## src/rtl/wishbone_packet_master.sv

```systemverilog
// Wishbone packet master: moves up to MAX_PAYLOAD words between the payload buses and the bus.
// Define WB_MASTER_TIMEOUT_EN to abort a word after MAX_WAIT cycles without ack_i.
module wishbone_packet_master #(
    parameter int ADDRESS_WIDTH = 16,
    parameter int DATA_WIDTH    = 8,
    parameter int DATA_BYTES    = 1,
    parameter int MAX_WAIT      = 8,
    parameter int MAX_PAYLOAD   = 2
) (
    input  logic                              clk_i,
    input  logic                              rst_i,
    output logic [ADDRESS_WIDTH-1:0]          adr_o,
    input  logic [DATA_WIDTH-1:0]             dat_i,
    output logic [DATA_WIDTH-1:0]             dat_o,
    output logic                              we_o,
    output logic [DATA_BYTES-1:0]             sel_o,
    output logic                              stb_o,
    input  logic                              cyc_i,
    output logic                              cyc_o,
    input  logic                              ack_i,
    output logic [2:0]                        cti_o,
    input  logic [ADDRESS_WIDTH-1:0]          transfer_address,
    input  logic [MAX_PAYLOAD*DATA_WIDTH-1:0] payload_in,
    output logic [MAX_PAYLOAD*DATA_WIDTH-1:0] payload_out,
    input  logic [7:0]                        payload_length,
    input  logic                              start_read,
    output logic                              read_busy,
    input  logic                              start_write,
    output logic                              write_busy,
    output logic                              completed,
    output logic                              timeout
);

    typedef enum logic [1:0] {IDLE, ARB, ACTIVE, END} state_t;

    state_t                            state, state_d;
    logic [ADDRESS_WIDTH-1:0]          lat_addr;
    logic [MAX_PAYLOAD*DATA_WIDTH-1:0] lat_payload;
    logic [7:0]                        lat_len;
    logic                              lat_read;
    logic                              aborted;
    logic [7:0]                        word_idx;
    logic [7:0]                        clamp_len;
    logic                              start_any;
    logic                              active;
    logic                              last_word;
    logic                              wait_expired;
    logic [DATA_WIDTH-1:0]             wr_word;

    assign start_any = start_read || start_write;
    assign clamp_len = (payload_length > 8'(MAX_PAYLOAD)) ? 8'(MAX_PAYLOAD) : payload_length;
    assign active    = (state == ACTIVE);
    assign last_word = (word_idx == lat_len - 8'd1);

`ifdef WB_MASTER_TIMEOUT_EN
    localparam int WCW = (MAX_WAIT > 1) ? $clog2(MAX_WAIT) : 1;
    logic [WCW-1:0] wait_cnt;

    // Counts unacknowledged cycles of the current word only.
    always_ff @(posedge clk_i or posedge rst_i) begin
        if (rst_i)
            wait_cnt <= '0;
        else if (!active || ack_i)
            wait_cnt <= '0;
        else
            wait_cnt <= wait_cnt + 1'b1;
    end

    assign wait_expired = active && !ack_i && (wait_cnt == WCW'(MAX_WAIT - 1));
`else
    assign wait_expired = 1'b0;
`endif

    always_comb begin
        // NOTE: every combinational output gets a default first so no path infers a latch.
        state_d = state;
        case (state)
            IDLE:    if (start_any) state_d = (clamp_len == 8'd0) ? END : ARB;
            ARB:     if (!cyc_i) state_d = ACTIVE;
            ACTIVE:  if ((ack_i && last_word) || wait_expired) state_d = END;
            END:     state_d = IDLE;
            default: state_d = IDLE;
        endcase
    end

    // NOTE: sequential state uses non-blocking assignments so all flops update together.
    // NOTE: latched request and read-back words are reset too; a reset must leave no stale data.
    always_ff @(posedge clk_i or posedge rst_i) begin
        if (rst_i) begin
            state       <= IDLE;
            lat_addr    <= '0;
            lat_payload <= '0;
            lat_len     <= '0;
            lat_read    <= 1'b0;
            aborted     <= 1'b0;
            word_idx    <= '0;
        end else begin
            state <= state_d;
            if (state == IDLE && start_any) begin
                lat_addr    <= transfer_address;
                lat_payload <= payload_in;
                lat_len     <= clamp_len;
                lat_read    <= start_read;
                aborted     <= 1'b0;
                word_idx    <= '0;
            end else if (active) begin
                if (ack_i)
                    word_idx <= word_idx + 8'd1;
                else if (wait_expired)
                    aborted <= 1'b1;
            end
        end
    end

    always_ff @(posedge clk_i or posedge rst_i) begin
        if (rst_i) begin
            payload_out <= '0;
        end else if (active && ack_i && lat_read) begin
            for (int i = 0; i < MAX_PAYLOAD; i++)
                if (word_idx == 8'(i))
                    payload_out[i*DATA_WIDTH +: DATA_WIDTH] <= dat_i;
        end
    end

    always_comb begin
        wr_word = '0;
        for (int i = 0; i < MAX_PAYLOAD; i++)
            if (word_idx == 8'(i))
                wr_word = lat_payload[i*DATA_WIDTH +: DATA_WIDTH];
    end

    // Bus outputs are gated by ACTIVE so the bus is quiet in every other state.
    assign cyc_o = active;
    assign stb_o = active;
    assign we_o  = active && !lat_read;
    assign sel_o = active ? '1 : '0;
    assign adr_o = active ? lat_addr + ADDRESS_WIDTH'(word_idx) : '0;
    assign dat_o = (active && !lat_read) ? wr_word : '0;
    assign cti_o = !active          ? 3'b000 :
                   (lat_len == 8'd1) ? 3'b000 :
                   last_word         ? 3'b111 : 3'b010;

    assign read_busy  = lat_read && (state == ARB || active);
    assign write_busy = !lat_read && (state == ARB || active);
    assign completed  = (state == END) && !aborted;
`ifdef WB_MASTER_TIMEOUT_EN
    assign timeout    = (state == END) && aborted;
`else
    assign timeout    = 1'b0;
`endif

endmodule

```

## config.mk

```make
export PLATFORM = sky130hd
export DESIGN_NAME = wishbone_packet_master
export DESIGN_NICKNAME = d
export VERILOG_FILES = /design/src/rtl/wishbone_packet_master.sv
export SDC_FILE = /design/constraint.sdc
export NUM_CORES = 1
export LEC_CHECK = 0
export ABC_CLOCK_PERIOD_IN_PS = 7000
export CAP_MARGIN = 10
export CORE_MARGIN = 2
export CORE_UTILIZATION = 45
export DETAILED_ROUTE_END_ITERATION = 8
export GPL_ROUTABILITY_DRIVEN = 0
export PLACE_DENSITY = 0.81
export SETUP_SLACK_MARGIN = 0.4
export SYNTH_ARGS = -nofsm -noshare
export SYNTH_HDL_FRONTEND = slang
export SYNTH_SLANG_ARGS = --single-unit
```

## constraint.sdc

```tcl
create_clock -name clk_i -period 7 [get_ports clk_i]
set_input_delay 2.1 -clock clk_i [delete_from_list [all_inputs] [get_ports clk_i]]
set_output_delay 2.1 -clock clk_i [all_outputs]
set_load 0.02 [all_outputs]
```

Word level (Yosys, flattened, before mapping)
Cells that the tools add are included.
{ "totals": {"ff_bits": 67, "latch_bits": 0, "mem_bits_rw": 0, "rom_bits": 0, "inputBits": 54, "output_inout_bits": 51, "word_cells": 57, "n_memories": 0} }
{ "classes": {"n_addsub": 3, "n_mul": 0, "n_div": 0, "magnitude_cmp": 1, "n_eq_ne": 9, "shift": 0, "mux": 17, "bitwise": 0, "n_reduce_logical": 19} }
{ "ops": {"columns": ["op", "n"], "rows": [
  ["$mux W8", 7],
  ["$add A16 B8 Y16", 1],
  ["$eq A8 B1 Y1 const B", 2],
  ["$logic_not A8 Y1", 2],
  ["$mux W16", 1],
  ["$mux W3", 3],
  ["$add A8 B1 Y8 const B", 1],
  ["$eq A8 B8 Y1", 1],
  ["$gt A8 B2 Y1 const B", 1],
  ["$mux W2", 4],
  ["$pmux W2 S4", 1],
  ["$sub A8 B1 Y8 const B", 1],
  ["$logic_and A1 B1 Y1", 7],
  ["$reduce_and A2 Y1", 3],
  ["$eq A2 B2 Y1 const B", 2],
  ["$ne A2 B2 Y1 const B", 2],
  ["$reduce_bool A2 Y1", 2],
  ["$reduce_and A3 Y1", 1],
  ["$eq A2 B1 Y1 const B", 1],
  ["$logic_not A2 Y1", 1],
  ["$logic_or A1 B1 Y1", 2],
  ["$ne A2 B1 Y1 const B", 1],
  ["$logic_not A1 Y1", 1],
  ["$mux W1", 1]
]} }

Longest topological paths before layout
Gate-level depths: netlist of the first run.
{ "depth": {"word_depth": 6, "ltp_mapped": 8, "ltp_nobuf": 8} }

Worst setup path after synthesis of the first run
OpenSTA, ideal clock, no wires.
{ "synth_path": {"path_type": "reg-to-output", "start": "register word_idx[0]", "end": "output adr_o[10]", "arrival_ns": 2.638, "required_ns": 4.900, "path_slack_ns": 2.262, "stages_incl_launch_ff": 9, "path_cell_list": "dfrtp_1 > ha_1 > fa_1 > a21oi_1 > o21ai_0 > a2111oi_0 > nor3_1 > xnor2_1 > nor2_1"} }
{ "synth_via": {"elab_chain_len": 2} }
{ "synth_rtl": {"columns": ["element", "line", "source"], "rows": [
  ["start: declaration", "42", "logic [7:0] word_idx;"],
  ["start signal: assignment", "108", "word_idx <= word_idx + 8'd1;"],
  ["$add A16 B8 Y16", "137", "assign adr_o = active ? lat_addr + ADDRESS_WIDTH'(word_idx) : '0;"],
  ["$mux W16", "137", null],
  ["end: declaration", "12", "output logic [ADDRESS_WIDTH-1:0] adr_o,"]
]} }
Every way passes these cells.

Worst setup path in the final report of the first run
{ "layout_path": {"start": "register lat_len[2]", "end": "output cti_o[0]"} }
{ "layout_via": {"elab_chain_len": 5, "word_cells_on_any_way": 6} }
{ "layout_rtl": {"columns": ["element", "line", "source"], "rows": [
  ["start: declaration", "39", "logic [7:0] lat_len;"],
  ["start signal: assignment", "102", "lat_len <= clamp_len;"],
  ["$sub A8 B1 Y8", "53", "assign last_word = (word_idx == lat_len - 8'd1);"],
  ["$eq A8 B8 Y1", "53", null],
  ["$mux W3", "141", "last_word ? 3'b111 : 3'b010;"],
  ["$mux W3 (*)", "140", "(lat_len == 8'd1) ? 3'b000 :"],
  ["$mux W3 (*)", "139", "assign cti_o = !active ? 3'b000 :"],
  ["end: declaration", "21", "output logic [2:0] cti_o,"]
]} }
Mark *: on every way between the ends. The rest lies on a longest branch, timed or not.

==> qor.yml, run 1 <==
area_growth_pct: 36.5
clk_latency_ps: 350
path_buf_inv: 1
crit_path_cell_trace: "or4_4, or3_1, a2111oi_1, o2111a_2, and2_2, clkdlybuf4s50_1"
io_pins: 105
synth-edff-count: 0
start_util_pct: 45.8
final_util_pct: 62.5
ant_nets: 0
ys_types: 49
first_iter_violations: 162
dp_hpwl_mm: 6.48
rsz0062_at_grt: "false"
die_h_um: 94.8
leakagePower_nw: 2.35
fin_nets: 581
crit_path_max_incr_delay_ps: 600
via_per_inst: 5.15
rr_worst_depth: 5
worstHoldStart: "lat_payload[3]$_DFFE_PP0P_"
wl_mm: 8.94
antenna_cells: 0
ir_worst_vdd_v: 0.000199
tns_ps: 0
syn_inst: 409
switching_share_pct: 39.1
detail_route.wl_per_cell_um: 14.4
period_minus_slack_ps: 5500
grt-ovfl-total: 0
end_kind: "primary output"
core_um2: 8090
final_cell_mix: "nand2_1 (117), clkdlybuf4s50_1 (103), dfrtp_1 (67)"
pwr_density_cell_nw_per_um2: 382
worst_pin_slew_ps: 908
critPathSlowestCell: "clkdlybuf4s50_1"
hp-class: "reg2reg"
worstReg2RegStart: "state[0]$_DFFE_PP0P_"
drive_gt1_share_pct: 8.37
vias: 3187
grt_usage_pct: 21.1
path_delay_family: "simple AND/OR/NAND/NOR gates"
setup_viol: 0
syn_area_um2: 3710
hold_viol: 0
yosys_register_bits: 67
grt_pass1_wl_mm: 14.8
switchingPower_mw: 0.756
cts_buffers: 9
critPathMaxFanout: 6
maxCapViolations: 0
post_cts_buffers: 0
cts_max_path_buffers: 2
htreeDepth: 3
period_share_pct: 78.6
synth_flop_cell: "dfrtp_1"
final_common_cell: "nand2_1"
die_x_um: 94.8
worst_ep_arrival_time_ps: 3400
antenna_found_initial: 0
post_cts_resized: 0
nFillCells: 702
status: "complete, no violations"
clkPwrFrac_pct: 20.1
setup.worst_path.start_class: "register"
cp.required_ps: 4900
clk_pin_slew_ps: 70
crit_start: "lat_len[2]$_DFFE_PP0P_"
r2r-end: "payload_out[0]$_DFFE_PP0P_"
cts_hold_buf: 0
yosys_warnings: 0
seq_area_frac_synth_pct: 45.2
cts_tree: "yes"
dieArea_um2: 8980
synth.avg_cell_area_um2: 9.06
skew_ps: 5.65
crit_type: "reg2out"
num_rows: 33
crit_cells: 6
syn_nets: 481
finalMaxSlewViolations: 0
p_int_mw: 1.18
grt_max_degree: 68
crit_end: "cti_o[0]"
synth-async-reset-ratio_pct: 100
drtPass1Iterations: 4
pwr-share-comb_pct: 46.7
cts_root_buf: "clkbuf_8"
clock_sinks: 67
grt_pass1_vias: 3198
maxSlewHeadroom_pct: 39.4
p_seq_share_pct: 33.2
r2r_setup_slack_ps: 4280
max_freq_mhz: 182
drc: 0
io_buffers: 103
==> final cells by class <==
cell class	count	area (µm²)	area share, %
clock inverter	7	116	2.30
sequential	67	1680	33.1
tap	105	131	2.60
clock buffer	9	124	2.45
inverter	13	48.8	0.965
multi-input combinational	311	1900	37.5
timing repair buffer	107	1070	21.1
==> state kept, by name, summed over array words and instances (netlist names) <==
name	cells
lat_read	1
lat_addr	16
lat_payload	16
payload_out	16
state	2
lat_len	8
word_idx	8
==> worst reg2reg max path, delay by kind of cell, from the launching register on <==
family / cells / cell delay, ps
buffers and inverters: 1 / 120
adder cells (fa/ha/maj): 1 / 760
AND/OR/NAND/NOR: 2 / 870
flip-flops: 1 / 430
multiplexers: 1 / 440
==> metrics by stage <==
stage / total power [mW] / setup WS [ps] / instances / cell area (µm²) / hold WS [ps]
4_1_cts: 1.95 / 936 / 618 / 5050 / 486
3_5_place_dp: 1.55 / 1320 / 602 / 4810 / 468
6_report: 1.93 / 1500 / 619 / 5060 / 479
5_1_grt: 2.07 / 1310 / 619 / 5060 / 505
2_1_floorplan: 1.21 / 2260 / 409 / 3710 / 446
3_3_place_gp: 1.51 / 1550 / 602 / 4810 / 458
==> power groups by stage <==
| stage | logic, mW | registers [mW] | clock network (mW) |
|---|---|---|---|
| 4_1_cts | 0.911 | 0.643 | 0.395 |
| 3_5_place_dp | 0.902 | 0.650 | 0 |
| 5_1_grt | 0.992 | 0.663 | 0.412 |
| 6_report | 0.903 | 0.642 | 0.389 |
| 3_3_place_gp | 0.870 | 0.640 | 0 |
| 2_1_floorplan | 0.533 | 0.672 | 0 |
==> worst min path at each step <==
| stage | end | slack, ps | cells after the start |
|---|---|---|---|
| 3_5_place_dp | lat_payload[12]$_DFFE_PP0P_ | 470 | 2 |
| 5_1_grt | lat_payload[3]$_DFFE_PP0P_ | 510 | 2 |
| 3_3_place_gp | lat_payload[11]$_DFFE_PP0P_ | 460 | 2 |
| 6_report | lat_payload[3]$_DFFE_PP0P_ | 480 | 2 |
| 2_1_floorplan | lat_payload[10]$_DFFE_PP0P_ | 450 | 2 |
| 4_1_cts | lat_payload[3]$_DFFE_PP0P_ | 490 | 2 |
==> metal layers <==
layer  up-vias  routed length, µm  track usage [%]
met5         -                  0                0
met4         0                115             5.80
met3        10                592             5.67
met2        98               4370             37.1
met1      1517               3860             25.6
li1       1562                  -                -
==> synth_stat cells, drive strengths merged (5+ instances only) <==
library cell / instances / share of area (%)
nand2: 117 / 12
dfrtp: 67 / 45
nor2: 25 / 2.5
ha: 17 / 5.7
mux2: 16 / 4.9
and2: 14 / 2.4
inv: 13 / 1.3
clkbuf: 12 / 1.2
xnor2: 12 / 2.8
o21ai: 11 / 1.5
xor2: 11 / 2.6
a21oi: 9 / 1.2
a22oi: 8 / 1.6
nor3: 8 / 1.1
nand2b: 7 / 1.2
buf: 6 / 1.2
mux2i: 5 / 1.4
==> kinds of logic (layout without fill, tap and decap cells) <==
family          count (synthesis)  count (layout)  synth area share (%)
flops                          67              67                  45.2
mux                            21              21                  6.21
fa+ha+maj                      18              18                  6.28
simple gates                  198             198                  23.9
compound gates                 50              50                  9.01
buf+inv                        31             136                  3.78
other cells                     1               1                 0.101
xor+xnor                       23              23                  5.44
No activity file was read; power rests on OpenSTA's default activity.
==> run 2: changes to the inputs <==
--- a/config.mk
+++ b/config.mk
@@ -5,13 +5,13 @@
 export SDC_FILE = /design/constraint.sdc
 export NUM_CORES = 1
 export LEC_CHECK = 0
-export ABC_CLOCK_PERIOD_IN_PS = 7000
+export ABC_CLOCK_PERIOD_IN_PS = 4950
 export CAP_MARGIN = 10
 export CORE_MARGIN = 2
-export CORE_UTILIZATION = 45
+export CORE_UTILIZATION = 44
 export DETAILED_ROUTE_END_ITERATION = 8
 export GPL_ROUTABILITY_DRIVEN = 0
-export PLACE_DENSITY = 0.81
+export PLACE_DENSITY = 0.83
 export SETUP_SLACK_MARGIN = 0.4
 export SYNTH_ARGS = -nofsm -noshare
 export SYNTH_HDL_FRONTEND = slang
==> constraint.sdc (replaced) <==
create_clock -name clk_i -period 4.95 [get_ports clk_i]
set_input_delay 1.485 -clock clk_i [delete_from_list [all_inputs] [get_ports clk_i]]
set_output_delay 1.485 -clock clk_i [all_outputs]
set_load 0.02 [all_outputs]
==> qor.yml, run 2 (same netlist as run 1, synthesis figures left out) <==
status: "complete, no violations"
max_freq_mhz: 228
switching_share_pct: 39.7  # +0.65 points
fin_nets: 584  # +0.52%
grt_pass1_wl_mm: 15.2  # +2.8%
maxCapViolations: 0  # unchanged
crit_type: "reg2out"
cp.required_ps: 3460  # -1440 ps
area_growth_pct: 37.0
clkPwrFrac_pct: 18.9  # -1.2 points
die_h_um: 95.8  # +1.1%
grt_max_degree: 42  # -38%
crit_path_max_incr_delay_ps: 620  # +20 ps
hold_viol: 0  # unchanged
cts_hold_buf: 0  # unchanged
drive_gt1_share_pct: 11.0  # +2.7 points
tns_ps: 0  # unchanged
leakagePower_nw: 2.39  # +1.8%
reg_top3: "lat_addr x16, lat_payload x16, payload_out x16"
first_iter_violations: 124  # -23%
cts_tree: "yes"
maxSlewHeadroom_pct: 48.6  # +9.1 points
grt_usage_pct: 21.3  # +0.16 points
critPathSlowestCell: "clkdlybuf4s50_1"
vias: 3250  # +2.0%
io_pins: 105  # unchanged
p_int_mw: 1.63  # +39%
finalMaxSlewViolations: 0  # unchanged
grt_pass1_vias: 3355  # +4.9%
cts_buffers: 9  # unchanged
clock_sinks: 67  # unchanged
critPathMaxFanout: 7  # +1
antenna_cells: 0  # unchanged
io_buffers: 103  # unchanged
die_x_um: 95.8  # +1.1%
num_rows: 33  # unchanged
period_minus_slack_ps: 4380
ir_worst_vdd_v: 0.000322  # +62%
clk_pin_slew_ps: 70  # about the same
hold_ws_ps: 481  # +1.60 ps
drtPass1Iterations: 4  # unchanged
p_seq_share_pct: 33.7  # +0.5 points
worst_pin_slew_ps: 770  # -138 ps
wl_mm: 9.24  # +3.4%
nFillCells: 697  # -0.71%
ant_nets: 0  # unchanged
rsz0062_at_grt: "false"
final_common_cell: "nand2_1"
setup_viol: 0  # unchanged
detail_route.wl_per_cell_um: 14.9  # +2.9%
clk_latency_ps: 350  # about the same
start_util_pct: 45.3  # -0.46 points
drc: 0  # unchanged
htreeDepth: 3  # unchanged
pwr_density_cell_nw_per_um2: 534  # +40%
hp-class: "reg2reg"
dp_hpwl_mm: 6.75  # +4.1%
core_um2: 8180  # +1.0%
switchingPower_mw: 1.08  # +42%
final_cell_mix: "nand2_1 (117), clkdlybuf4s50_1 (96), dfrtp_1 (66)"
worst_ep_arrival_time_ps: 2900  # -500 ps
cts_max_path_buffers: 2  # unchanged
period_share_pct: 88.5
pwr-share-comb_pct: 47.4  # +0.7 points
antenna_found_initial: 0  # unchanged
via_per_inst: 5.23  # +1.5%
skew_ps: 10.5  # +4.86 ps
dieArea_um2: 9170  # +2.2%
grt-ovfl-total: 0  # unchanged
cts_root_buf: "clkbuf_8"
setup.worst_path.start_class: "register"
end_kind: "primary output"
crit_path_cell_trace: "ha_1, a21o_1, a21oi_2, o21ai_2, nand4_1, a21boi_1, mux2i_1, clkdlybuf4s50_1"
run 2: stage by stage:
step                cell area, µm²  setup WS [ps]  instances  util [%]  power, mW
floorplan                     3710            827        409         -       1.70
global placement              4830            541        605      59.1       2.13
detailed placement            4830            431        605      59.1       2.20
CTS                           5060            368        622      62.0       2.72
global route                  5080            413        622      62.1       2.89
finish                        5080            570        622      62.1       2.71
run 2: area by class of cell:
class | instances | area (µm²) | area share, %
clock inverter | 6 | 88.8 | 1.75
tap | 105 | 131 | 2.59
inverter | 13 | 48.8 | 0.961
sequential | 67 | 1680 | 33.1
multi-input combinational | 311 | 1920 | 37.9
clock buffer | 10 | 138 | 2.71
timing repair buffer | 110 | 1070 | 21.0
run 2: per-layer routing:
metal	global-route usage (%)	wire length [µm]	vias to the layer above
li1	-	-	1565
met1	25.3	3940	1559
met2	37.9	4550	109
met3	5.09	584	17
met4	6.90	161	0
met5	0	0	-
run 2: final timing paths:
| kind | from | to | slack, ps | cells past startpoint |
|---|---|---|---|---|
| setup / recovery | word_idx[1]$_DFFE_PP0P_ | adr_o[11] | 570 | 8 |
| hold / removal | lat_payload[4]$_DFFE_PP0P_ | lat_payload[4]$_DFFE_PP0P_ | 480 | 2 |
| setup reg to reg | word_idx[5]$_DFFE_PP0P_ | payload_out[9]$_DFFE_PP0P_ | 2420 | 5 |
| hold reg to reg | lat_payload[4]$_DFFE_PP0P_ | lat_payload[4]$_DFFE_PP0P_ | 480 | 2 |
| max in group asynchronous | rst_i | word_idx[0]$_DFFE_PP0P_ | 2480 | 3 |
| min in group asynchronous | rst_i | payload_out[0]$_DFFE_PP0P_ | 1600 | 2 |
run 2: what timing repair did:
item	CTS	global route
resized for setup	11	17
setup buffers	1	0
cloned	0	0
pin swaps	2	1
setup endpoints to repair	14	15
run 2: power by group through the flow:
| stage | Combinational, mW | Clock (mW) | Sequential, mW |
|---|---|---|---|
| CTS | 1.29 | 0.519 | 0.911 |
| global route | 1.41 | 0.540 | 0.940 |
| finish | 1.28 | 0.511 | 0.914 |
| global placement | 1.23 | 0 | 0.905 |
| detailed placement | 1.28 | 0 | 0.920 |
| floorplan | 0.754 | 0 | 0.951 |
run 2: worst max-delay path: cells and delay by family, from the launching register on:
kind	cells	cell delay [ps]
AO/OA/AOI/OAI	4	670
buffers and inverters	1	620
flip-flops	1	490
adder cells (fa/ha/maj)	1	330
AND/OR/NAND/NOR	1	230
multiplexers	1	230
